===== config.mk =====
export PLATFORM = sky130hd
export DESIGN_NAME = sort_ascending_5
export DESIGN_NICKNAME = d
export VERILOG_FILES = /design/src/rtl/sort_pkg.sv /design/src/rtl/cas_unit.sv /design/src/rtl/sort_ascending_5.sv
export SDC_FILE = /design/constraint.sdc
export NUM_CORES = 1
export LEC_CHECK = 0
export CORE_ASPECT_RATIO = 0.5
export CORE_UTILIZATION = 62
export DETAILED_ROUTE_END_ITERATION = 10
export PLACE_DENSITY = 0.81
export SLEW_MARGIN = 20
export SYNTH_ARGS = -nofsm -noshare
export SYNTH_HDL_FRONTEND = slang
export SYNTH_SLANG_ARGS = --single-unit

===== constraint.sdc =====
create_clock -name clk -period 13.2 [get_ports clk]
set_input_delay 2.64 -clock clk [delete_from_list [all_inputs] [get_ports clk]]
set_output_delay 2.64 -clock clk [all_outputs]
set_load 0.02 [all_outputs]

===== src/rtl/sort_pkg.sv =====
// Shared constants and sample type for the 5-input ascending sorter.
package sort_pkg;

  localparam int SORT5_DATA_WIDTH = 8;
  localparam int SORT5_LATENCY    = 5;

  typedef logic [SORT5_DATA_WIDTH-1:0] sample_t;

endpackage


===== src/rtl/cas_unit.sv =====
// Combinational unsigned compare-swap: smaller value on lo, larger on hi; ties pass straight through.
module cas_unit #(
  parameter int W = sort_pkg::SORT5_DATA_WIDTH
) (
  input  logic [W-1:0] a,
  input  logic [W-1:0] b,
  output logic [W-1:0] lo,
  output logic [W-1:0] hi
);

  logic swap;

  assign swap = (b < a);
  assign lo   = swap ? b : a;
  assign hi   = swap ? a : b;

endmodule


===== src/rtl/sort_ascending_5.sv =====
// Pipelined 5-input ascending sorter: 9 compare-swaps in 5 layers, one register bank per layer.
// Build option SORT5_HOLD_EN: stage banks load only with valid data, so outputs hold the last valid set.
module sort_ascending_5 #(
  parameter int DATA_WIDTH = sort_pkg::SORT5_DATA_WIDTH
) (
  input  logic                  clk,
  input  logic                  rst,
  input  logic                  done_i,
  input  logic [DATA_WIDTH-1:0] S1,
  input  logic [DATA_WIDTH-1:0] S2,
  input  logic [DATA_WIDTH-1:0] S3,
  input  logic [DATA_WIDTH-1:0] S4,
  input  logic [DATA_WIDTH-1:0] S5,
  output logic                  done_o,
  output logic [DATA_WIDTH-1:0] min,
  output logic [DATA_WIDTH-1:0] out2,
  output logic [DATA_WIDTH-1:0] mid,
  output logic [DATA_WIDTH-1:0] out4,
  output logic [DATA_WIDTH-1:0] max
);
  import sort_pkg::*;

  typedef logic [DATA_WIDTH-1:0] word_t;

  word_t in_v [5];
  word_t c1 [5], c2 [5], c3 [5], c4 [5], c5 [5];
  word_t r1 [5], r2 [5], r3 [5], r4 [5], r5 [5];
  word_t lo_w [9], hi_w [9];
  logic [SORT5_LATENCY-1:0] vld;

  always_comb begin
    in_v[0] = S1;
    in_v[1] = S2;
    in_v[2] = S3;
    in_v[3] = S4;
    in_v[4] = S5;
  end

  // Layer 1: (0,3)(1,4)
  cas_unit #(.W(DATA_WIDTH)) u_cas0 (.a(in_v[0]), .b(in_v[3]), .lo(lo_w[0]), .hi(hi_w[0]));
  cas_unit #(.W(DATA_WIDTH)) u_cas1 (.a(in_v[1]), .b(in_v[4]), .lo(lo_w[1]), .hi(hi_w[1]));
  // Layer 2: (0,2)(1,3)
  cas_unit #(.W(DATA_WIDTH)) u_cas2 (.a(r1[0]), .b(r1[2]), .lo(lo_w[2]), .hi(hi_w[2]));
  cas_unit #(.W(DATA_WIDTH)) u_cas3 (.a(r1[1]), .b(r1[3]), .lo(lo_w[3]), .hi(hi_w[3]));
  // Layer 3: (0,1)(2,4)
  cas_unit #(.W(DATA_WIDTH)) u_cas4 (.a(r2[0]), .b(r2[1]), .lo(lo_w[4]), .hi(hi_w[4]));
  cas_unit #(.W(DATA_WIDTH)) u_cas5 (.a(r2[2]), .b(r2[4]), .lo(lo_w[5]), .hi(hi_w[5]));
  // Layer 4: (1,2)(3,4)
  cas_unit #(.W(DATA_WIDTH)) u_cas6 (.a(r3[1]), .b(r3[2]), .lo(lo_w[6]), .hi(hi_w[6]));
  cas_unit #(.W(DATA_WIDTH)) u_cas7 (.a(r3[3]), .b(r3[4]), .lo(lo_w[7]), .hi(hi_w[7]));
  // Layer 5: (2,3)
  cas_unit #(.W(DATA_WIDTH)) u_cas8 (.a(r4[2]), .b(r4[3]), .lo(lo_w[8]), .hi(hi_w[8]));

  always_comb begin
    c1    = in_v;
    c1[0] = lo_w[0];
    c1[3] = hi_w[0];
    c1[1] = lo_w[1];
    c1[4] = hi_w[1];

    c2    = r1;
    c2[0] = lo_w[2];
    c2[2] = hi_w[2];
    c2[1] = lo_w[3];
    c2[3] = hi_w[3];

    c3    = r2;
    c3[0] = lo_w[4];
    c3[1] = hi_w[4];
    c3[2] = lo_w[5];
    c3[4] = hi_w[5];

    c4    = r3;
    c4[1] = lo_w[6];
    c4[2] = hi_w[6];
    c4[3] = lo_w[7];
    c4[4] = hi_w[7];

    c5    = r4;
    c5[2] = lo_w[8];
    c5[3] = hi_w[8];
  end

  always_ff @(posedge clk or posedge rst) begin
    if (rst) begin
      vld <= '0;
    end else begin
      vld <= {vld[SORT5_LATENCY-2:0], done_i};
    end
  end

  // vld[k] marks stage k+1 as holding a valid set; it gates the next bank's load when holding.
  always_ff @(posedge clk or posedge rst) begin
    if (rst) begin
      for (int i = 0; i < 5; i++) begin
        r1[i] <= '0;
        r2[i] <= '0;
        r3[i] <= '0;
        r4[i] <= '0;
        r5[i] <= '0;
      end
    end else begin
`ifdef SORT5_HOLD_EN
      if (done_i) r1 <= c1;
      if (vld[0]) r2 <= c2;
      if (vld[1]) r3 <= c3;
      if (vld[2]) r4 <= c4;
      if (vld[3]) r5 <= c5;
`else
      r1 <= c1;
      r2 <= c2;
      r3 <= c3;
      r4 <= c4;
      r5 <= c5;
`endif
    end
  end

  assign done_o = vld[SORT5_LATENCY-1];
  assign min    = r5[0];
  assign out2   = r5[1];
  assign mid    = r5[2];
  assign out4   = r5[3];
  assign max    = r5[4];

endmodule


==> summary.txt <==
Outcome
  • Result of the run: complete, no violations

Global routing
  • Pin count of the biggest net entering global routing: between 100 and 150
  • First-pass GRT wire length: roughly 24 mm
  • Total congestion overflow: 0
  • Initial antenna violation count: 0
  • Global routing usage summed across all routing layers: 0.213
  • Via count of the first global-routing pass: 4668

STA
  • Maximum clock skew at final layout: 0.0213 ns
  • Final period demand of the worst path: 4.78 ns
  • Number of max-slew violations in the final report: 0
  • Actual slew at the worst max-slew pin: 0.989 ns
  • Part of the cycle the worst path needs: 0.362
  • Highest clock frequency the design can meet: about 210 MHz
  • Headroom to the max-slew limit: 0.338
  • Final Hold Vio Count: 0
  • Total negative slack for setup checks: 0 ns
  • Final count of negative-setup-slack endpoints: 0
  • Unrepaired setup endpoints after global routing: no

Floorplanning
  • Placeable core region: 0.0138 sq mm
  • Std cell rows: 30
  • Height of the die: slightly below 90 um
  • DIE WIDTH: approximately 170 um
  • # IOs: 84
  • Die area: 0.0150 sq mm
  • Starting Density: 0.649

Placement
  • GP Congestion: 0.825
  • Sum of net half-perimeters after detailed placement: roughly 11 mm
  • Cell Area, Placed: approximately 0.0099 sq mm
  • Count of buffers inserted at the top-level ports: 83
  • Cell Count Post-Placement: 842

Clock tree
  • Latest clock arrival within the worst-skew pair: between 0.4 and 0.5 ns
  • Cells resized by post-CTS repair: 0
  • Maximum root-to-sink buffer count: 3
  • Post-CTS setup repair buffer count: 0
  • Number of buffers inserted during clock tree synthesis: 19
  • TritonCTS clock tree: done
  • Sink count of the clock tree: 205
  • Htree depth: 1
  • Number of hold buffers added after cts: 0
  • Worst-path clk slew: roughly 0.060 ns
  • Master cell of the clock root buffer: sky130_fd_sc_hd__clkbuf_16

Cells and area
  • Register area: about 0.0051 sq mm
  • Number of antenna diodes: 0
  • Design area: 0.0106 sq mm
  • Nets: ~780
  • Area delta synth->final: 18.4%
  • Count of placed standard cells in the final layout, fillers left out: a little under 900
  • Total of fill cells in the finished design: roughly 860
  • Footprint of the multi-input gates: 0.00338 sq mm
  • Layout cells sized above 1: 0.275

Worst setup path
  • CP peak stage delay: ~0.82 ns
  • Startpoint-to-endpoint class of the critical path: input port to flop
  • Critical Path AT: a little over 5 ns
  • Master of the slowest instance on the critical path: sky130_fd_sc_hd__a211oi_4
  • Gate family responsible for the most delay along the worst path: compound AO/OA/AOI/OAI gates
  • CP Launch Type: input port
  • Worst path buffer plus inverter count: 2
  • Maximum net fanout on the critical path: 16
  • Sequence of cells on the critical path: clkdlybuf4s50_1 -> inv_1 -> ha_1 -> a2111o_1 -> a211oi_4 -> mux2_2
  • Data required time of the worst path: 13.56 ns
  • Sort of element at the end of the critical path: flop

Synth
  • Cell type contributing the most total cell area after synthesis: sky130_fd_sc_hd__dfrtp_1
  • Count of flip-flops with a built-in enable after synthesis: 0
  • Share of the synthesized area in the top cell type: 0.572
  • Dominant cell by count in the synthesized netlist: sky130_fd_sc_hd__dfrtp_1
  • Register area share after synthesis: 0.572
  • Synth Register Bits: 205
  • Synth cell count leaders: sky130_fd_sc_hd__dfrtp_1 (205), sky130_fd_sc_hd__mux2_4 (90), sky130_fd_sc_hd__inv_1 (73), sky130_fd_sc_hd__ha_1 (63), sky130_fd_sc_hd__mux2_2 (54)
  • Syn Area/Cell: about 16 sq um
  • Syn Inst Count: approximately 580
  • Synthesized netlist net count: approximately 680
  • Number of distinct library cells after synthesis: 14
  • Fraction of registers with async set/reset: 1.00
  • YS warnings: 0
  • Mapped cell area: around 0.0090 sq mm
  • Top cells by area, synth: sky130_fd_sc_hd__dfrtp_1 (57%), sky130_fd_sc_hd__mux2_4 (15%), sky130_fd_sc_hd__ha_1 (8.8%)
  • Most instantiated flip-flop cell in the synthesis netlist: sky130_fd_sc_hd__dfrtp_1

Drt
  • Post-Route WL: between 10 and 15 mm
  • Number of DRC markers in iteration 0: 200
  • Via-per-instance ratio: about 5.2
  • Router iterations before antenna repair: 4
  • Number of antenna-violating nets in the routed design: 0
  • Number of remaining DRC errors: 0
  • Overall via count from detail_route: 4571
  • Post-detailed-route wirelength per cell: roughly 17 um

Power and ir drop
  • Maximum VDD drop: approximately 0.14 mV
  • Total power density per cell area: between 200 and 250 mW/mm^2
  • Leakage power of the design: about 0.0051 uW

Job
  • Number of max-cap violations: 0

Hold path
  • Hold Crit Class: flop to flop
[worst reg2reg max path: cells and delay by family, from the launching register on]
kind / cells / cell delay [ns]
buf+inv: 1 / 0.06
mux: 1 / 0.45
flops: 1 / 0.41
fa+ha+maj: 1 / 0.27
compound gates: 2 / 1.24
[logic make-up after synthesis]
| logic type | after synthesis | share of synthesized area |
|---|---|---|
| flops | 205 | 0.572 |
| mux | 144 | 0.219 |
| buf+inv | 82 | 0.0507 |
| fa+ha+maj | 63 | 0.0880 |
| compound gates | 54 | 0.0540 |
| simple gates | 27 | 0.0163 |
[sequential cells by signal, summed over array words and instances, names as in the netlist, 16 cells and up]
register  count
r1           32
r2           32
r3           32
c5           24
r4           16
[report_power, final]
part / switching (uW) / internal, uW
clock: 227 / 403
sequential: 117 / 839
combinational: 380 / 501
[cell type report]
type	count	area share
clock buffers	27	0.0542
clock inverters	7	0.0160
inverters	73	0.0265
multi-input cells	288	0.318
flip-flops and latches	205	0.483
well taps	192	0.0226
repair buffers	84	0.0790
[worst paths after layout]
kind                             startpoint  depth (start not counted)  slack, ns           endpoint
max                                   S1[1]                          6       8.42   r1[39]$_DFF_PP0_
min                        c5[25]$_DFF_PP0_                          0       0.35  out2[1]$_DFF_PP0_
max reg2reg                r1[33]$_DFF_PP0_                          5      10.64   r2[23]$_DFF_PP0_
min reg2reg                c5[25]$_DFF_PP0_                          0       0.35  out2[1]$_DFF_PP0_
max in group asynchronous               rst                          3       9.12   r1[30]$_DFF_PP0_
min in group asynchronous               rst                          2       2.77   c5[36]$_DFF_PP0_
[through the flow]
stage	total power [uW]	worst slack [ns]	util	hold slack, ns
5_1_grt	2600	8.30	0.768	0.349
2_1_floorplan	1630	4.96	-	0.331
3_3_place_gp	1810	7.99	0.714	0.332
3_5_place_dp	1850	7.92	0.714	0.335
6_report	2470	8.42	0.768	0.348
4_1_cts	2490	8.41	0.768	0.349
[layout by cell type (no fill, tap or decap), types with 5 or more instances in the layout]
| cell type | instances |
|---|---|
| sky130_fd_sc_hd__dfrtp_1 | 205 |
| sky130_fd_sc_hd__clkdlybuf4s50_1 | 83 |
| sky130_fd_sc_hd__a2111o_1 | 9 |
| sky130_fd_sc_hd__ha_1 | 63 |
| sky130_fd_sc_hd__clkbuf_16 | 19 |
| sky130_fd_sc_hd__o21ai_0 | 18 |
| sky130_fd_sc_hd__mux2_4 | 90 |
| sky130_fd_sc_hd__a211oi_4 | 9 |
| sky130_fd_sc_hd__nor2_1 | 9 |
| sky130_fd_sc_hd__nand2b_1 | 9 |
| sky130_fd_sc_hd__a211oi_1 | 9 |
| sky130_fd_sc_hd__bufinv_16 | 5 |
| sky130_fd_sc_hd__clkbuf_8 | 7 |
| sky130_fd_sc_hd__nand4_1 | 9 |
| sky130_fd_sc_hd__a21oi_1 | 9 |
| sky130_fd_sc_hd__mux2_2 | 54 |
| sky130_fd_sc_hd__inv_1 | 72 |
[routing by layer]
| metal | vias up | wire length (um) | GRT usage | share of wire |
|---|---|---|---|---|
| met5 | - | 0 | 0 | 0 |
| met4 | 0 | 317 | 0.0539 | 0.022 |
| met3 | 25 | 580 | 0.0359 | 0.039 |
| met2 | 107 | 6750 | 0.346 | 0.46 |
| met1 | 2259 | 7080 | 0.302 | 0.48 |
| li1 | 2180 | - | - | - |
Power figures use the tool's default switching activity.
